$ cat config.mk
export PLATFORM = sky130hd
export DESIGN_NAME = fifo_uart_tx
export DESIGN_NICKNAME = d
export VERILOG_FILES = /design/src/rtl/fifo_uart_tx.sv
export SDC_FILE = /design/constraint.sdc
export NUM_CORES = 1
export LEC_CHECK = 0
export BUFFER_PORTS_ARGS = -buffer_cell sky130_fd_sc_hd__buf_2
export CAP_MARGIN = 40
export CORE_ASPECT_RATIO = 0.9
export CORE_MARGIN = 3
export CORE_UTILIZATION = 40
export DETAILED_ROUTE_END_ITERATION = 16
export MAX_ROUTING_LAYER = met4
export PLACE_DENSITY_LB_ADDON = 0.3
export REMOVE_ABC_BUFFERS = 1
export SYNTH_ARGS = -nofsm -noshare
export SYNTH_HDL_FRONTEND = slang
export SYNTH_SLANG_ARGS = --single-unit
$ cat constraint.sdc
create_clock -name CLK -period 3.6 [get_ports CLK]
set_clock_uncertainty 0.15 [all_clocks]
set_input_delay 0.36 -clock CLK [delete_from_list [all_inputs] [get_ports CLK]]
set_output_delay 0.36 -clock CLK [all_outputs]
set_load 0.01 [all_outputs]
$ cat src/rtl/fifo_uart_tx.sv
// rtl/fifo_uart_tx.sv - FIFO drain that pops one word per frame and sends it as 8N1 UART
module fifo_uart_tx #(
  parameter int DATA_WIDTH   = 8,
  parameter int ADDR_WIDTH   = 8,
  parameter int CLKS_PER_BIT = 868
) (
  input  logic                  CLK,
  input  logic                  RST_N,
  input  logic [ADDR_WIDTH:0]   fifo_count,
  input  logic [DATA_WIDTH-1:0] fifo_r_data,
  output logic                  fifo_r_enable,
  output logic                  tx,
  output logic                  busy,
  output logic                  tx_done
);

  localparam int CW = $clog2(CLKS_PER_BIT);
  localparam int IW = (DATA_WIDTH > 1) ? $clog2(DATA_WIDTH) : 1;
  localparam logic [CW-1:0] CNT_MAX = CW'(CLKS_PER_BIT - 1);
  localparam logic [IW-1:0] IDX_MAX = IW'(DATA_WIDTH - 1);

  typedef enum logic [2:0] {
    S_IDLE,
    S_FETCH,
    S_LOAD,
    S_START,
    S_DATA,
    S_STOP
  } state_t;

  state_t                state_q, state_d;
  logic [CW-1:0]         cnt_q, cnt_d;
  logic [IW-1:0]         idx_q, idx_d;
  logic [DATA_WIDTH-1:0] shift_q, shift_d;
  logic                  tx_q, tx_d;
  logic                  busy_q, busy_d;
  logic                  ren_q, ren_d;
  logic                  cnt_wrap;

  assign cnt_wrap      = (cnt_q == CNT_MAX);
  assign fifo_r_enable = ren_q;
  assign tx            = tx_q;
  assign busy          = busy_q;
  assign tx_done       = (state_q == S_STOP) && cnt_wrap;

  always_ff @(posedge CLK) begin
    if (!RST_N) begin
      state_q <= S_IDLE;
      cnt_q   <= '0;
      idx_q   <= '0;
      shift_q <= '0;
      tx_q    <= 1'b1;
      busy_q  <= 1'b0;
      ren_q   <= 1'b0;
    end else begin
      state_q <= state_d;
      cnt_q   <= cnt_d;
      idx_q   <= idx_d;
      shift_q <= shift_d;
      tx_q    <= tx_d;
      busy_q  <= busy_d;
      ren_q   <= ren_d;
    end
  end

  always_comb begin
    state_d = state_q;
    cnt_d   = cnt_q;
    idx_d   = idx_q;
    shift_d = shift_q;
    tx_d    = tx_q;
    busy_d  = busy_q;
    ren_d   = 1'b0;
    if (state_q == S_START || state_q == S_DATA || state_q == S_STOP) begin
      cnt_d = cnt_wrap ? '0 : cnt_q + 1'b1;
    end
    case (state_q)
      S_IDLE: begin
        if (fifo_count != '0) begin
          ren_d   = 1'b1;
          busy_d  = 1'b1;
          state_d = S_FETCH;
        end
      end
      // The FIFO presents the popped word on the edge leaving FETCH.
      S_FETCH: state_d = S_LOAD;
      S_LOAD: begin
        shift_d = fifo_r_data;
        tx_d    = 1'b0;
        cnt_d   = '0;
        state_d = S_START;
      end
      S_START: begin
        if (cnt_wrap) begin
          tx_d    = shift_q[0];
          idx_d   = '0;
          state_d = S_DATA;
        end
      end
      S_DATA: begin
        if (cnt_wrap) begin
          if (idx_q == IDX_MAX) begin
            tx_d    = 1'b1;
            state_d = S_STOP;
          end else begin
            shift_d = shift_q >> 1;
            tx_d    = shift_d[0];
            idx_d   = idx_q + 1'b1;
          end
        end
      end
      S_STOP: begin
        if (cnt_wrap) begin
          busy_d  = 1'b0;
          state_d = S_IDLE;
        end
      end
      default: state_d = S_IDLE;
    endcase
  end

endmodule

==> results.py <==
metrics = {
    "logic_synthesis": {
        "ys_seq_elements": 27,
        "async_flop_share_pct": 0,
        "synth_area_um2": 1460,
        "synthFlopType": "dfxtp_1",
        "synth.distinct_cells": 43,
        "synth_edf_count": 0,
        "synthCells": 160,
        "yosysWarningCount": 0,
        "yosysSeqAreaShare_pct": 37.0,
        "avgSynthCellArea_um2": 9.14,
    },
    "sta": {
        "final-max-slew-violation-count": 0,
        "grt_setup_unrepaired": "no",
        "relSlewSlack_pct": 66.5,
        "setup_ws_ps": 1270,
        "min_period_ps": 2330,
        "max_freq_mhz": 429,
        "fin_tns_setup_ps": 0,
        "worstMarginPinSlew_ps": 500,
        "setup_viol": 0,
        "fin_crit_sh_pct": 64.7,
        "hold_viol_final": 0,
    },
    "die": {
        "start_util_pct": 42.4,
        "die_h_um": 63.4,
        "fp.coreArea_um2": 3450,
        "dieArea_um2": 4420,
        "die_w_um": 69.7,
        "io_pins": 23,
        "rows": 20,
    },
    "worst_hold_path": {
        "hold_end": "shift_q[7]",
        "hold_depth": 3,
        "hp-class": "in2reg",
        "hp-start": "fifo_r_data[7]",
    },
    "flow_run": {
        "drv_cap": 0,
    },
    "outcome": {
        "status": "completed",
    },
    "drt": {
        "drt-total-wl_um": 2710,
        "drc": 0,
        "ant_nets": 0,
        "routed_via_density": 5.31,
        "wl_per_cell_um": 12.3,
        "drtIter0Drc": 72,
        "via_count": 1168,
        "first_pass_iters": 4,
    },
    "global_routing": {
        "grt_pass1_vias": 1079,
        "grtUsageTotal_pct": 13.1,
        "antenna_found_initial": 0,
        "overflow": 0,
        "grt_pass1_wl_um": 4640,
        "grt_start_max_net_pins": 29,
    },
    "cts": {
        "cts_tree": "built",
        "post_cts_buffers": 0,
        "post_cts_resized": 0,
        "cts.hold.buffers_added": 0,
        "htree_levels": 1,
        "cts_made_buffers": 3,
        "cts_buffer_depth": 2,
        "insertion_delay_ps": 270,
        "clkSlewWorstSetupHoldPaths_ps": 80,
        "cts_sinks": 27,
        "clockRootBuffer": "clkbuf_8",
    },
    "layout": {
        "layout.nets": 199,
        "layout-drive-gt1-share_pct": 21.6,
        "area_growth_pct": 11.0,
        "n_antenna_cell": 0,
        "layout.cells.non_filler": 220,
        "design_area_um2": 1620,
    },
    "setup_path": {
        "regToRegSetupSlack_ps": 1540,
        "crit_path_start_kind": "register",
        "critPathArrivalTime_ps": 1820,
        "critPathKind": "reg2out",
        "cp-startpoint": "cnt_q[0]",
        "ff2ff_path_depth": 6,
        "r2r_start": "idx_q[0]",
        "critPathRequiredTime_ps": 3090,
        "path_max_fanout": 6,
        "end_kind": "output pin",
        "r2r-end": "idx_q[0]",
    },
    "power": {
        "p_leak_uw": 0.000657,
        "vdd_drop_max_mv": 0.240,
        "power_density_nw_per_um2": 335,
    },
    "placed_design": {
        "dpl_cell_area_um2": 1580,
        "place.port_buffers": 22,
        "dp.cells": 216,
        "dp_hpwl_um": 2030,
        "gp_congestion": 0.803,
        "detailedPlace.worstSlack_ps": 1560,
    },
}
==> how the worst max path moves through the flow <==
stage / end / slack (ps) / depth (start not counted)
CTS: tx_done / 1280 / 5
finish: tx_done / 1270 / 5
detailed placement: idx_q[0] / 1560 / 6
global route: tx_done / 1140 / 5
floorplan: idx_q[0] / 1710 / 6
global placement: tx_done / 1620 / 5
==> synthesized netlist by cell type (3+ instances only) <==
| cell | n | area, um2 |
|---|---|---|
| o21ai_0 | 7 | 35.0 |
| xor2_1 | 6 | 52.6 |
| and2_1 | 4 | 25.0 |
| nand2b_1 | 3 | 18.8 |
| or3_1 | 4 | 25.0 |
| buf_2 | 3 | 15.0 |
| mux2i_1 | 8 | 80.1 |
| dfxtp_1 | 27 | 541 |
| nand3_1 | 4 | 20.0 |
| a21oi_1 | 3 | 15.0 |
| ha_1 | 3 | 37.5 |
| nand2_1 | 22 | 82.6 |
| mux2_2 | 6 | 67.6 |
| a31oi_1 | 3 | 18.8 |
| nor2_1 | 14 | 52.6 |
| clkbuf_1 | 6 | 22.5 |
| nand4_1 | 3 | 18.8 |
==> flip-flops by register name, indices dropped and copies added (netlist names) <==
register / cells
tx: 1
idx_q: 3
busy: 1
fifo_r_enable: 1
state_q: 3
cnt_q: 10
shift_q: 8
==> cells by family (layout without fill, tap and decap cells) <==
group	count (synthesis)	after routing	share of synthesized area (%)
AND/OR/NAND/NOR	70	70	27.1
XOR/XNOR	6	6	3.59
AO/OA/AOI/OAI	28	28	14.8
flip-flops	27	27	37.0
adder cells (fa/ha/maj)	3	3	2.57
buffers and inverters	10	26	3.34
multiplexers	16	16	11.6
==> per-layer routing <==
layer  vias to the layer above  global-route usage [%]  share of wire, %
met1                       532                    15.6                48
met3                         5                    4.47               6.5
met2                        26                    21.1                45
met5                         -                       -                 0
met4                         0                    4.07               1.0
li1                        605                       -                 -
==> layout by cell type (no fill, tap or decap), drive strengths merged, types with 2 or more instances in the layout <==
cell type   n
nand4       3
mux2        8
a31oi       4
nor3b       2
o2111ai     4
and3        3
mux2i       8
or3         4
nor2       14
nand3       4
and2        4
dfxtp      27
xor2        6
nand2      22
buf        22
a21oi       3
and3b       2
o21a        2
nand2b      3
nor4b       2
ha          3
o21ai       8
clkbuf      4
==> critical path, stage by stage, from the launching register on <==
cell	delay, ps
dfxtp_1	390
ha_1	230
nor4b_4	360
nand4_1	240
nor2_1	180
buf_2	150
==> per-stage QoR <==
stage,hold slack (ps),total power [uW],util [%]
floorplan,286,361,-
global placement,290,383,45.7
detailed placement,295,386,45.7
CTS,261,553,47.0
global route,277,571,47.0
finish,266,544,47.0
==> area by class of cell <==
cell class | instances | area, um2
repair buffers | 22 | 110
well taps | 44 | 55.1
clock buffers | 4 | 45.0
flip-flops and latches | 27 | 541
fillers | 329 | 1830
multi-input cells | 123 | 873
==> report_power, final <==
| part | internal [uW] | switching [uW] |
|---|---|---|
| clock network | 79.2 | 87.1 |
| logic | 27.7 | 28.8 |
| registers | 310 | 11.1 |
Note: power is estimated with default switching activity, not from simulation.
